<file path="src/rtl/cp0_exc_seq_pkg.sv">
// rtl/cp0_exc_seq_pkg.sv - shared field positions, ExcCodes and FSM encoding for cp0_exc_seq
package cp0_exc_seq_pkg;

  localparam logic [31:0] EXC_VECTOR = 32'h8000_0180;

  // Status fields
  localparam int ST_IE      = 0;
  localparam int ST_EXL     = 1;
  localparam int ST_IM_LO   = 8;
  localparam int ST_IM_HI   = 15;
  // IM bits that mask the six hardware interrupt lines (IM7..IM2)
  localparam int ST_IM_HWLO = 10;

  // Cause fields
  localparam int CA_BD      = 31;
  localparam int CA_IP_LO   = 8;
  localparam int CA_IP_HI   = 15;
  localparam int CA_IP_HWLO = 10;
  localparam int CA_EXC_LO  = 2;
  localparam int CA_EXC_HI  = 6;

  // ExcCode values
  localparam logic [4:0] EXC_INT  = 5'd0;
  localparam logic [4:0] EXC_MOD  = 5'd1;
  localparam logic [4:0] EXC_TLBL = 5'd2;
  localparam logic [4:0] EXC_TLBS = 5'd3;
  localparam logic [4:0] EXC_ADEL = 5'd4;
  localparam logic [4:0] EXC_ADES = 5'd5;
  localparam logic [4:0] EXC_IBE  = 5'd6;
  localparam logic [4:0] EXC_DBE  = 5'd7;
  localparam logic [4:0] EXC_SYS  = 5'd8;
  localparam logic [4:0] EXC_BP   = 5'd9;
  localparam logic [4:0] EXC_RI   = 5'd10;
  localparam logic [4:0] EXC_CPU  = 5'd11;
  localparam logic [4:0] EXC_OV   = 5'd12;
  localparam logic [4:0] EXC_TR   = 5'd13;

  typedef enum logic [2:0] {
    S_IDLE     = 3'd0,
    S_W_EPC    = 3'd1,
    S_W_CAUSE  = 3'd2,
    S_W_BADV   = 3'd3,
    S_W_STATUS = 3'd4,
    S_REDIR    = 3'd5
  } state_t;

  // New Cause value: ExcCode and IP7..IP2 always replaced, BD only when not nested
  function automatic logic [31:0] merge_cause(input logic [31:0] snap,
                                              input logic        keep_bd,
                                              input logic        bd,
                                              input logic [5:0]  hw,
                                              input logic [4:0]  code);
    logic [31:0] c;
    c = snap;
    c[CA_EXC_HI:CA_EXC_LO] = code;
    c[CA_IP_HI:CA_IP_HWLO] = hw;
    if (!keep_bd) c[CA_BD] = bd;
    return c;
  endfunction

endpackage

</file>
<file path="src/rtl/cp0_exc_seq.sv">
// rtl/cp0_exc_seq.sv - exception/interrupt/ERET sequencer serialising CP0 register updates
module cp0_exc_seq
  import cp0_exc_seq_pkg::*;
(
  input  logic        clk,
  input  logic        rst_n,
  input  logic        exc_req,
  input  logic [4:0]  exc_code,
  input  logic [31:0] exc_pc,
  input  logic        exc_bd,
  input  logic        exc_has_badv,
  input  logic [31:0] exc_badv,
  input  logic        eret_req,
  input  logic [31:0] int_pc,
  input  logic [5:0]  hw_int,
  input  logic [31:0] cp0_status,
  input  logic [31:0] cp0_cause,
  input  logic [31:0] cp0_epc,
  output logic        req_ack,
  output logic        busy,
  output logic [31:0] cp0_wdata,
  output logic        we_epc,
  output logic        we_cause,
  output logic        we_badVAddr,
  output logic        we_status,
  output logic        redirect_valid,
  output logic [31:0] redirect_pc
);

  state_t      state, state_d;

  // Capture bank: everything the sequence needs, frozen at accept
  logic [4:0]  cap_code,     cap_code_d;
  logic        cap_bd,       cap_bd_d;
  logic [31:0] cap_epc_val,  cap_epc_val_d;
  logic [31:0] cap_badv,     cap_badv_d;
  logic        cap_has_badv, cap_has_badv_d;
  logic [5:0]  cap_hw,       cap_hw_d;
  logic [31:0] cap_status,   cap_status_d;
  logic [31:0] cap_cause,    cap_cause_d;
  logic [31:0] cap_epc_reg,  cap_epc_reg_d;
  logic        cap_eret,     cap_eret_d;

  logic        int_take;
  logic        any_req;
  logic        idle;

  logic [31:0] wdata_d;
  logic [31:0] redirect_pc_d;

  // Request arbitration; ack is combinational and suppressed while in reset
  always_comb begin
    int_take = cp0_status[ST_IE] & ~cp0_status[ST_EXL] &
               (|(hw_int & cp0_status[ST_IM_HI:ST_IM_HWLO]));
    any_req  = exc_req | int_take | eret_req;
    idle     = (state == S_IDLE);
    req_ack  = rst_n & idle & any_req;
  end

  // Next state and next capture-bank contents
  always_comb begin
    state_d        = state;
    cap_code_d     = cap_code;
    cap_bd_d       = cap_bd;
    cap_epc_val_d  = cap_epc_val;
    cap_badv_d     = cap_badv;
    cap_has_badv_d = cap_has_badv;
    cap_hw_d       = cap_hw;
    cap_status_d   = cap_status;
    cap_cause_d    = cap_cause;
    cap_epc_reg_d  = cap_epc_reg;
    cap_eret_d     = cap_eret;

    case (state)
      S_IDLE: begin
        if (any_req) begin
          cap_hw_d      = hw_int;
          cap_status_d  = cp0_status;
          cap_cause_d   = cp0_cause;
          cap_epc_reg_d = cp0_epc;
        end
        if (exc_req) begin
          cap_code_d     = exc_code;
          cap_bd_d       = exc_bd;
          cap_epc_val_d  = exc_bd ? (exc_pc - 32'd4) : exc_pc;
          cap_badv_d     = exc_badv;
          cap_has_badv_d = exc_has_badv;
          cap_eret_d     = 1'b0;
          // Nested exception leaves EPC alone
          state_d        = cp0_status[ST_EXL] ? S_W_CAUSE : S_W_EPC;
        end else if (int_take) begin
          cap_code_d     = EXC_INT;
          cap_bd_d       = 1'b0;
          cap_epc_val_d  = int_pc;
          cap_badv_d     = 32'd0;
          cap_has_badv_d = 1'b0;
          cap_eret_d     = 1'b0;
          state_d        = S_W_EPC;
        end else if (eret_req) begin
          cap_has_badv_d = 1'b0;
          cap_eret_d     = 1'b1;
          // ERET outside exception level is acked but has no effect
          state_d        = cp0_status[ST_EXL] ? S_W_STATUS : S_IDLE;
        end
      end
      S_W_EPC:    state_d = S_W_CAUSE;
      S_W_CAUSE:  state_d = cap_has_badv ? S_W_BADV : S_W_STATUS;
      S_W_BADV:   state_d = S_W_STATUS;
      S_W_STATUS: state_d = S_REDIR;
      S_REDIR:    state_d = S_IDLE;
      default:    state_d = S_IDLE;
    endcase
  end

  // Values to present in the state being entered, so outputs can be registered
  always_comb begin
    wdata_d       = 32'd0;
    redirect_pc_d = 32'd0;
    case (state_d)
      S_W_EPC:    wdata_d = cap_epc_val_d;
      S_W_CAUSE:  wdata_d = merge_cause(cap_cause_d, cap_status_d[ST_EXL], cap_bd_d,
                                        cap_hw_d, cap_code_d);
      S_W_BADV:   wdata_d = cap_badv_d;
      S_W_STATUS: wdata_d = cap_eret_d ? (cap_status_d & ~32'h2) : (cap_status_d | 32'h2);
      S_REDIR:    redirect_pc_d = cap_eret_d ? cap_epc_reg_d : EXC_VECTOR;
      default: begin
        wdata_d       = 32'd0;
        redirect_pc_d = 32'd0;
      end
    endcase
  end

  // Sequencer FSM with registered strobes, data and redirect
  always_ff @(posedge clk or negedge rst_n) begin
    if (!rst_n) begin
      state          <= S_IDLE;
      busy           <= 1'b0;
      we_epc         <= 1'b0;
      we_cause       <= 1'b0;
      we_badVAddr    <= 1'b0;
      we_status      <= 1'b0;
      redirect_valid <= 1'b0;
      cp0_wdata      <= 32'd0;
      redirect_pc    <= 32'd0;
    end else begin
      state          <= state_d;
      busy           <= (state_d != S_IDLE);
      we_epc         <= (state_d == S_W_EPC);
      we_cause       <= (state_d == S_W_CAUSE);
      we_badVAddr    <= (state_d == S_W_BADV);
      we_status      <= (state_d == S_W_STATUS);
      redirect_valid <= (state_d == S_REDIR);
      cp0_wdata      <= wdata_d;
      redirect_pc    <= redirect_pc_d;
    end
  end

  // Capture register bank
  always_ff @(posedge clk or negedge rst_n) begin
    if (!rst_n) begin
      cap_code     <= 5'd0;
      cap_bd       <= 1'b0;
      cap_epc_val  <= 32'd0;
      cap_badv     <= 32'd0;
      cap_has_badv <= 1'b0;
      cap_hw       <= 6'd0;
      cap_status   <= 32'd0;
      cap_cause    <= 32'd0;
      cap_epc_reg  <= 32'd0;
      cap_eret     <= 1'b0;
    end else begin
      cap_code     <= cap_code_d;
      cap_bd       <= cap_bd_d;
      cap_epc_val  <= cap_epc_val_d;
      cap_badv     <= cap_badv_d;
      cap_has_badv <= cap_has_badv_d;
      cap_hw       <= cap_hw_d;
      cap_status   <= cap_status_d;
      cap_cause    <= cap_cause_d;
      cap_epc_reg  <= cap_epc_reg_d;
      cap_eret     <= cap_eret_d;
    end
  end

endmodule

</file>
<file path="config.mk">
export PLATFORM = sky130hd
export DESIGN_NAME = cp0_exc_seq
export DESIGN_NICKNAME = d
export VERILOG_FILES = /design/src/rtl/cp0_exc_seq_pkg.sv /design/src/rtl/cp0_exc_seq.sv
export SDC_FILE = /design/constraint.sdc
export NUM_CORES = 1
export LEC_CHECK = 0
export ABC_CLOCK_PERIOD_IN_PS = 2900
export BUFFER_PORTS_ARGS = -buffer_cell sky130_fd_sc_hd__buf_2
export CELL_PAD_IN_SITES_DETAIL_PLACEMENT = 0
export CELL_PAD_IN_SITES_GLOBAL_PLACEMENT = 1
export CORE_MARGIN = 1.5
export CORE_UTILIZATION = 40
export DETAILED_ROUTE_END_ITERATION = 12
export GPL_ROUTABILITY_DRIVEN = 1
export PLACE_DENSITY_LB_ADDON = 0.08
export REMOVE_ABC_BUFFERS = 1
export SYNTH_ARGS = -nofsm -noshare
export SYNTH_HDL_FRONTEND = slang
export SYNTH_SLANG_ARGS = --single-unit
</file>
<file path="constraint.sdc">
create_clock -name clk -period 2.9 [get_ports clk]
set_input_delay 0.145 -clock clk [delete_from_list [all_inputs] [get_ports clk]]
set_output_delay 0.145 -clock clk [all_outputs]
set_load 0.005 [all_outputs]
</file>
After elaboration in Yosys (flattened, before gate mapping)
Cells that the tools add are included.

storage, ports and cells
  flip-flop bits (word level) = 247
  output and inout port bits = 71

cells by class
  $add $sub $neg = 1
  equal/unequal tests = 9
  multiplexer cells = 40
  bitwise gates (word level) = 8
  reductions and logical operators = 6

operators by type and width
  operator               count
  $mux 32                15
  $pmux 32 s4            1
  $sub 32x3->32 const B  1
  $mux 3                 5
  $mux 5                 3
  $pmux 3 s5             1
  $eq 3x2->1 const B     4
  $mux 6                 2
  $mux 1                 11
  $eq 3x3->1 const B     3
  $and 6x6->6            1
  $eq 3x1->1 const B     2
  $reduce_bool 3->1      2
  $reduce_or 6->1        1
  $and 1x1->1            4
  $mux 2                 2
  $reduce_and 2->1       2
  $logic_not 3->1        1
  $or 1x1->1             2
  $not 1->1              1

Longest topological paths before layout
Gate-level depths: netlist (run 1).

  depth after elaboration = 9
  depth in mapped cells = 10

Worst setup path after synthesis (run 1)
OpenSTA, ideal clock, no wires.

  kind = flip-flop to flip-flop
  start point = reg state[1]
  end point = reg cp0_wdata[8]
  arrival = 2.082 ns
  setup slack = 0.692 ns
  cell stages (with the launch flop) = 9
  path buffers = 3
  period minus slack after synthesis = 2.208 ns
  cells stage by stage = dfrtp_1 -> clkbuf_1 -> nor3_2 -> o21ai_0 -> a21o_1 -> clkbuf_1 -> buf_2 -> a221o_1 -> a221o_1

between the ends
  elaborated cells between the ends (all ways) = 18
  those cells by class = eq/ne: 8; mux: 9; reduce/logical: 1

RTL lines
  element                 RTL line            RTL
  start, declared         cp0_exc_seq.sv:30   state_t state, state_d;
  start signal, assigned  cp0_exc_seq.sv:146  state <= state_d;
  $logic_not 3->1         cp0_exc_seq.sv:74   case (state)
  $mux 32                 cp0_exc_seq.sv:74
  net cap_epc_val_d[8]    cp0_exc_seq.sv:35   logic [31:0] cap_epc_val, cap_epc_val_d;
  $pmux 32 s4             cp0_exc_seq.sv:119  case (state_d)
  net wdata_d[8]          cp0_exc_seq.sv:48   logic [31:0] wdata_d;
  end signal, assigned    cp0_exc_seq.sv:153  cp0_wdata <= wdata_d;
  end, declared           cp0_exc_seq.sv:21   output logic [31:0] cp0_wdata,

The timed path passes the listed nets, and every way through them passes these cells.
A chain may end at the register's enable or synchronous reset.

Worst setup path in the final report (run 1)
  start point = in cp0_status[10]
  end point = reg cap_epc_val[5]

between the ends
  longest elaborated chain between the ends = 6

ends and longest elaborated chain
  element               RTL line            RTL
  start, declared       cp0_exc_seq.sv:16   input logic [31:0] cp0_status,
  $and 6x6->6           cp0_exc_seq.sv:54   (|(hw_int & cp0_status[ST_IM_HI:ST_IM_HWLO]));
  $reduce_or 6->1       cp0_exc_seq.sv:54
  $and 1x1->1           cp0_exc_seq.sv:53   int_take = cp0_status[ST_IE] & ~cp0_status[ST_EXL] &
  $mux 32               cp0_exc_seq.sv:91   end else if (int_take) begin
  $mux 32               cp0_exc_seq.sv:82   if (exc_req) begin
  $mux 32               cp0_exc_seq.sv:74
  net cap_epc_val_d[5]  cp0_exc_seq.sv:35
  end signal, assigned  cp0_exc_seq.sv:174  cap_epc_val <= cap_epc_val_d;
  end, declared         cp0_exc_seq.sv:35

The timed path passes the listed nets, and every way through them passes these cells.

==> results of run 1 <==
==> worst register-to-register path, stage by stage (launching register included) <==
cell	delay, ns
dfrtp_1	0.49
nor3_4	0.37
buf_4	0.30
nand2_1	0.30
buf_4	0.30
o22ai_1	0.14
a21oi_1	0.07
dlygate4sd3_1	0.57
==> cell type report <==
| cell class | count | area [um^2] | area share, % |
|---|---|---|---|
| clock buffers | 38 | 787 | 5.47 |
| multi-input cells | 650 | 3850 | 26.7 |
| diodes | 9 | 22.5 | 0.156 |
| well taps | 324 | 405 | 2.82 |
| inverters | 6 | 22.5 | 0.156 |
| flip-flops and latches | 233 | 5830 | 40.5 |
| clock inverters | 10 | 65.1 | 0.452 |
| repair buffers | 475 | 3410 | 23.7 |
==> kinds of logic (layout without fill, tap and decap cells) <==
logic type                 after synthesis  in the layout
and+or+nand+nor                        398            398
DFF                                    233            233
AOI/OAI and AO/OA                      213            213
buffers and inverters                   77            529
xor gates and xnor gates                26             26
muxes                                   12             12
adders and majority gates                1              1
other                                    0              9
==> routing by layer <==
metal	routed length [um]	track usage, %	up-vias
li1	-	-	4311
met1	14400	34.1	4424
met2	14900	39.9	289
met3	1730	4.36	51
met4	941	8.54	0
met5	0	0	-
==> cell usage in the layout, fill, tap and decap left out, types with 3 or more instances in the layout <==
| cell | count |
|---|---|
| buf_2 | 267 |
| nand2_1 | 258 |
| dfrtp_1 | 233 |
| dlygate4sd3_1 | 172 |
| a22o_1 | 47 |
| a221oi_1 | 44 |
| nor2_1 | 38 |
| and3_1 | 31 |
| buf_4 | 29 |
| a221o_1 | 27 |
| clkbuf_16 | 27 |
| nor3_1 | 20 |
| o21ai_0 | 19 |
| a21oi_1 | 18 |
| o22ai_1 | 16 |
| xnor2_1 | 16 |
| a22oi_1 | 14 |
| mux2_2 | 10 |
| xor2_1 | 10 |
| nand3_1 | 10 |
| diode_2 | 9 |
| clkinv_2 | 9 |
| nor4_1 | 7 |
| clkbuf_8 | 7 |
| buf_12 | 6 |
| nor2b_1 | 5 |
| or3_1 | 4 |
| inv_1 | 4 |
| o31ai_1 | 4 |
| and2_1 | 4 |
| clkbuf_1 | 4 |
| a31oi_1 | 3 |
==> per-stage QoR <==
step           setup WS [ns]  TNS (ns)  utilization [%]
5_1_grt               0.0763         0             59.0
6_report               0.243         0             59.0
2_1_floorplan          -2.43   -259.15                -
3_3_place_gp           0.351         0             48.3
4_1_cts                0.119         0             58.9
3_5_place_dp           0.299         0             48.3
==> timing repair <==
item / CTS / global route
hold buffers: 172 / 0
endpoints found under the setup margin: 0 / 5
resized for setup: 0 / 1
endpoints found under the hold margin: 273 / 0
==> report_power, final <==
part / total [W] / leakage, nW / internal (W) / switching (W)
Combinational: 0.00556 / 3.84 / 0.00244 / 0.00312
Clock: 0.00326 / 0.433 / 0.00189 / 0.00137
Sequential: 0.00520 / 2.93 / 0.00468 / 0.000522
Total: 0.0140 / 7.19 / 0.00901 / 0.00502
==> final timing paths <==
check	end	start	slack, ns
worst min register to register	cap_epc_reg[12]	cap_epc_reg[12]	0.46
max in group asynchronous	cap_epc_reg[0]	rst_n	1.85
worst min-delay path	state[1]	exc_req	0.04
min in group asynchronous	cap_cause[9]	rst_n	0.14
worst max-delay path	cap_epc_val[5]	cp0_status[10]	0.24
worst max register to register	cap_epc_val[1]	state[1]	0.25
==> qor.yml, run 1 <==
yosysUniqueCellTypes: 62
hold_depth: 3
crit_chain: "dlygate4sd3_1 > buf_2 > a22o_1 > o31a_1 > buf_4 > nand2_1 > o22ai_1 > a221oi_1 > dlygate4sd3_1"
hold_path_class: "input pin to register"
ys_seq_elements: 233
clk_pin_slew_ns: 0.06
yosysMostFrequentCell: "nand2_1"
maxCapViolCount: 0
finalCritPeriodShare_pct: 91.6
die_w_um: 161
track_usage_pct: 24.8
cpMostUsedCell: "dlygate4sd3_1"
die_y_um: 161
synthTopCellsByArea: "dfrtp_1 59%, nand2_1 9.7%, a22o_1 4.1%"
critical_path.max_stage_delay_ns: 0.61
synth-adder-area-share_pct: 0.126
synth-async-reset-ratio_pct: 100
rows: 57
clock_path_buffers: 3
path_max_fanout: 14
grt_pass1_wl_mm: 51.0
cts_tree: "built"
critPathSlowestCell: "dlygate4sd3_1"
portBuffers: 268
die_area_um2: 25800
synth_top_family_by_area: "simple AND/OR/NAND/NOR gates"
path_buf_inv: 4
core_um2: 24400
start_util_pct: 40.8
ys_seq_area_share_pct: 58.6
setup_violations: 0
htree_levels: 1
fillerInstances: 2215
drive_gt1_share_pct: 26.5
clkSinkCount: 233
cp.required_ns: 3.37
worst_pin_slew_ns: 0.579
grt_overflow_total: 0
relSlewSlack_pct: 61.1
wire_per_inst_um: 18.3
max_freq_ghz: 0.376
grt_max_degree: 102
design_area_um2: 14400
insertion_delay_ns: 0.54
root_buffer: "clkbuf_16"
antenna_left: 0
nets: 1603
fin_skew_ns: 0.0150
dpl.cell_count: 1516
drtPass1Iterations: 5
synth_area_leader_cell: "dfrtp_1"
synthSimpleGateAreaFrac_pct: 17.5
drc: 0
ys.flop_type: "dfrtp_1"
power_density_nw_per_um2: 974
avgSynthCellArea_um2: 10.4
crit_type: "input pin to register"
ys_top_cells_by_count: "258 x nand2_1, 233 x dfrtp_1, 47 x a22o_1"
hold_viol_final: 0
critPathTopFamily: "buffers and inverters"
drt_iter0_markers: 640
synth-edff-count: 0
synth_compound_area_share_pct: 16.9
power.total_w: 0.0140
cp.depth: 9
num_io_pins: 280
worst-r2r-cell-count: 7
rsz0062_at_grt: "no"
peakVddDrop_v: 0.000565
gp_routability_congestion: 0.795
fin_cells: 1745
dpl_cell_area_um2: 11800
synthXorXnorAreaFrac_pct: 2.29
yosys.area.top_type_share_pct: 58.6
muxShareOfSynthArea_pct: 1.38
grt_pass1_vias: 9361
post_cts_buffers: 0
via_count: 9075
syn_area_um2: 9950
maxSlewViolCount: 0
dp_hpwl_mm: 20.9
grt_antenna_before_repair: 8
p_leak_nw: 7.19
via_per_inst: 5.20
hold_slack_ns: 0.0418
post-route-min-period_ns: 2.66
netlist_instances: 960
drt-total-wl_mm: 31.9
status: "completed"
crit_path_start_kind: "input pin"
area_delta_synth_final_pct: 44.6
yosysWarnings: 0
worstPathArrival_ns: 3.12
end_kind: "register"
cts_made_buffers: 27
No activity file was read; power rests on OpenSTA's default activity.
==> run 2: changes to the inputs <==
--- a/config.mk
+++ b/config.mk
@@ -5,16 +5,18 @@
 export SDC_FILE = /design/constraint.sdc
 export NUM_CORES = 1
 export LEC_CHECK = 0
+export ABC_AREA = 1
 export ABC_CLOCK_PERIOD_IN_PS = 2900
 export BUFFER_PORTS_ARGS = -buffer_cell sky130_fd_sc_hd__buf_2
 export CELL_PAD_IN_SITES_DETAIL_PLACEMENT = 0
 export CELL_PAD_IN_SITES_GLOBAL_PLACEMENT = 1
 export CORE_MARGIN = 1.5
-export CORE_UTILIZATION = 40
+export CORE_UTILIZATION = 39
 export DETAILED_ROUTE_END_ITERATION = 12
 export GPL_ROUTABILITY_DRIVEN = 1
 export PLACE_DENSITY_LB_ADDON = 0.08
 export REMOVE_ABC_BUFFERS = 1
+export SLEW_MARGIN = 0
 export SYNTH_ARGS = -nofsm -noshare
 export SYNTH_HDL_FRONTEND = slang
 export SYNTH_SLANG_ARGS = --single-unit
==> qor.yml, run 2 <==
dpl_cell_area_um2: 12800  # +8.7%
grt_pass1_wl_mm: 53.5  # +5.0%
post-route-min-period_ns: 2.44  # -0.215 ns
via_count: 10200  # +12%
path_max_fanout: 48  # +34
p_leak_nw: 8.31  # +15%
relSlewSlack_pct: 37.3  # -24 points
max_freq_ghz: 0.409  # +8.8%
avgSynthCellArea_um2: 7.83  # -24%
crit_path_start_kind: "register"
cp.required_ns: 3.36  # about the same
grt_overflow_total: 0  # unchanged
critPathSlowestCell: "dlygate4sd3_1"
end_kind: "register"
clk_pin_slew_ns: 0.06  # about the same
synth-async-reset-ratio_pct: 100  # unchanged
worstPathArrival_ns: 2.91  # -0.21 ns
fin_skew_ns: 0.0108  # -0.00415 ns
die_y_um: 172  # +6.9%
via_per_inst: 4.56  # -12%
crit_chain: "nor2_2 > nand2_2 > clkinv_2 > buf_12 > o21ai_0 > nor2_1 > nand2_1 > dlygate4sd3_1 > nand2_1 > nand2_1 > nand3_1"
num_io_pins: 280  # unchanged
drtPass1Iterations: 5  # unchanged
die_area_um2: 29500  # +14%
design_area_um2: 15300  # +6.1%
clkPwrFrac_pct: 24.6  # +1.3 points
p_seq_share_pct: 35.6  # -1.5 points
yosysMostFrequentCell: "nand2_1"
p_int_w: 0.00892  # -0.99%
insertion_delay_ns: 0.54  # about the same
crit_type: "register to register"
dp_hpwl_mm: 23.0  # +9.8%
netlist_instances: 1418  # +48%
rows: 61  # +7.0%
rsz0062_at_grt: "no"
gp_routability_congestion: 0.830  # +4.4%
worst_pin_slew_ns: 0.939  # +0.360 ns
grt_antenna_before_repair: 14  # +6
seq_area_um2: 5910  # +1.3%
grt_pass1_vias: 10100  # +7.9%
ys_top_cells_by_count: "440 x nand2_1, 236 x dfrtp_1, 189 x inv_1"
maxCapViolCount: 0  # unchanged
yosysWarnings: 0  # unchanged
critical_path.max_stage_delay_ns: 0.55  # -0.06 ns
finalCritPeriodShare_pct: 84.2  # -7.4 points
ys.flop_type: "dfrtp_1"
syn_area_um2: 11100  # +12%
clock_path_buffers: 3  # unchanged
die_w_um: 172  # +6.9%
cts_resized: 0  # unchanged
drive_gt1_share_pct: 21.7  # -4.8 points
multi_input_area_um2: 4130  # +7.2%
setup_violations: 0  # unchanged
nets: 2038  # +27%
maxSlewViolCount: 0  # unchanged
ys_seq_area_share_pct: 53.2  # -5.4 points
grt_max_degree: 102  # unchanged
cts_made_buffers: 27  # unchanged
track_usage_pct: 23.6  # -1.3 points
start_util_pct: 39.8  # -1.0 points
setup_ws_ns: 0.458  # +0.215 ns
status: "completed"
ys_seq_elements: 236  # +1.3%
yosys.area.top_type_share_pct: 53.2  # -5.4 points
pre_cts_ws_ns: 0.569  # +0.270 ns
core_um2: 27900  # +15%
fillerInstances: 2708  # +22%
hold_path_class: "input pin to register"
cts_tree: "built"
peakVddDrop_v: 0.000732  # +29%
htree_levels: 1  # unchanged
final_cell_mix: "440 x nand2_1, 267 x buf_2, 236 x dfrtp_1"
final_common_cell: "nand2_1"
area_delta_synth_final_pct: 37.6
synth-edff-count: 0  # unchanged
drc: 0  # unchanged
synthTopCellsByArea: "dfrtp_1 53%, nand2_1 15%, inv_1 6.4%"
yosysUniqueCellTypes: 37  # -40%
wire_per_inst_um: 15.5  # -16%
critPathTopFamily: "buffers and inverters"
antenna_left: 0  # unchanged
clkSinkCount: 236  # +1.3%
setup-tns-final_ns: 0  # unchanged
path_buf_inv: 3  # -1
p_sw_share_pct: 37.8  # +2.0 points
drt-total-wl_mm: 34.5  # +8.2%
power.total_w: 0.0143  # +2.2%
p_sw_w: 0.00542  # +8.0%
hold_viol_final: 0  # unchanged
drt_iter0_markers: 568  # -11%
combinationalPowerShare_pct: 39.7  # about the same
root_buffer: "clkbuf_16"
portBuffers: 268  # unchanged
power_density_nw_per_um2: 938  # -3.7%
synth_area_leader_cell: "dfrtp_1"
cpMostUsedCell: "nand2_1"
[run 2: cell types whose count changed in the layout (fill, tap and decap cells not counted), sizes merged, moves of 47 or more]
cell	previous run	this run
nand2	258	446
inv	7	192
nand3	10	110
nor2	40	137
o21ai	22	105
a22o	47	0
[run 2: path summary, 6_finish.rpt]
path                       slack (ns)  cells past startpoint          from         endpoint
setup / recovery                 0.46                     11      state[1]    cp0_wdata[25]
hold / removal                  0.008                      4    exc_pc[30]  cap_epc_val[30]
setup reg to reg                 0.46                     11      state[1]    cp0_wdata[25]
hold reg to reg                  0.46                      2  cap_badv[13]     cap_badv[13]
max in group asynchronous        1.89                      3         rst_n     cap_cause[0]
min in group asynchronous        0.11                      2         rst_n     cap_badv[26]
[run 2: kinds of logic after synthesis]
family	synth area share, %
DFF	53.2
buffers and inverters	9.71
adders and majority gates	0.113
xor gates and xnor gates	0.0789
AOI/OAI and AO/OA	7.64
and+or+nand+nor	29.3
[run 2: power groups by stage]
stage	combinational, W	clock [W]	sequential, W
final	0.00570	0.00353	0.00511
after floorplan	0.00351	0	0.00513
after global routing	0.00660	0.00374	0.00524
after detailed placement	0.00559	0	0.00516
after global placement	0.00547	0	0.00514
after CTS	0.00579	0.00361	0.00511
[run 2: tightest hold or removal path: cells and delay by family]
family | cells | cell delay [ns]
simple gates | 2 | 0.19
buf+inv | 1 | 0.09
compound gates | 1 | 0.08
[run 2: stage by stage]
stage,utilization (%),hold slack [ns],cells
after floorplan,-,-0.151,1353
after global placement,45.9,0.0752,2026
after detailed placement,45.9,0.0763,2026
after CTS,54.6,0.00194,2225
after global routing,54.6,0.0330,2228
final,54.7,0.00783,2234
[run 2: timing repair]
item	4_1_cts	5_1_grt
hold buffers	151	0
setup buffers	0	0
hold endpoints to repair	284	0
[run 2: final cells by class]
type,instances,area share [%]
diodes,9,0.147
clock buffers,37,5.13
clock inverters,11,0.893
inverters,193,4.75
multi-input cells,924,27.0
flip-flops and latches,236,38.7
well taps,378,3.10
repair buffers,446,20.3
[run 2: metal layers]
layer,GRT usage [%],part of all wire (%),up-vias
li1,-,-,5209
met3,4.92,5.6,51
met1,31.9,46,4701
met5,0,0.20,-
met4,5.07,1.6,10
met2,38.9,46,222
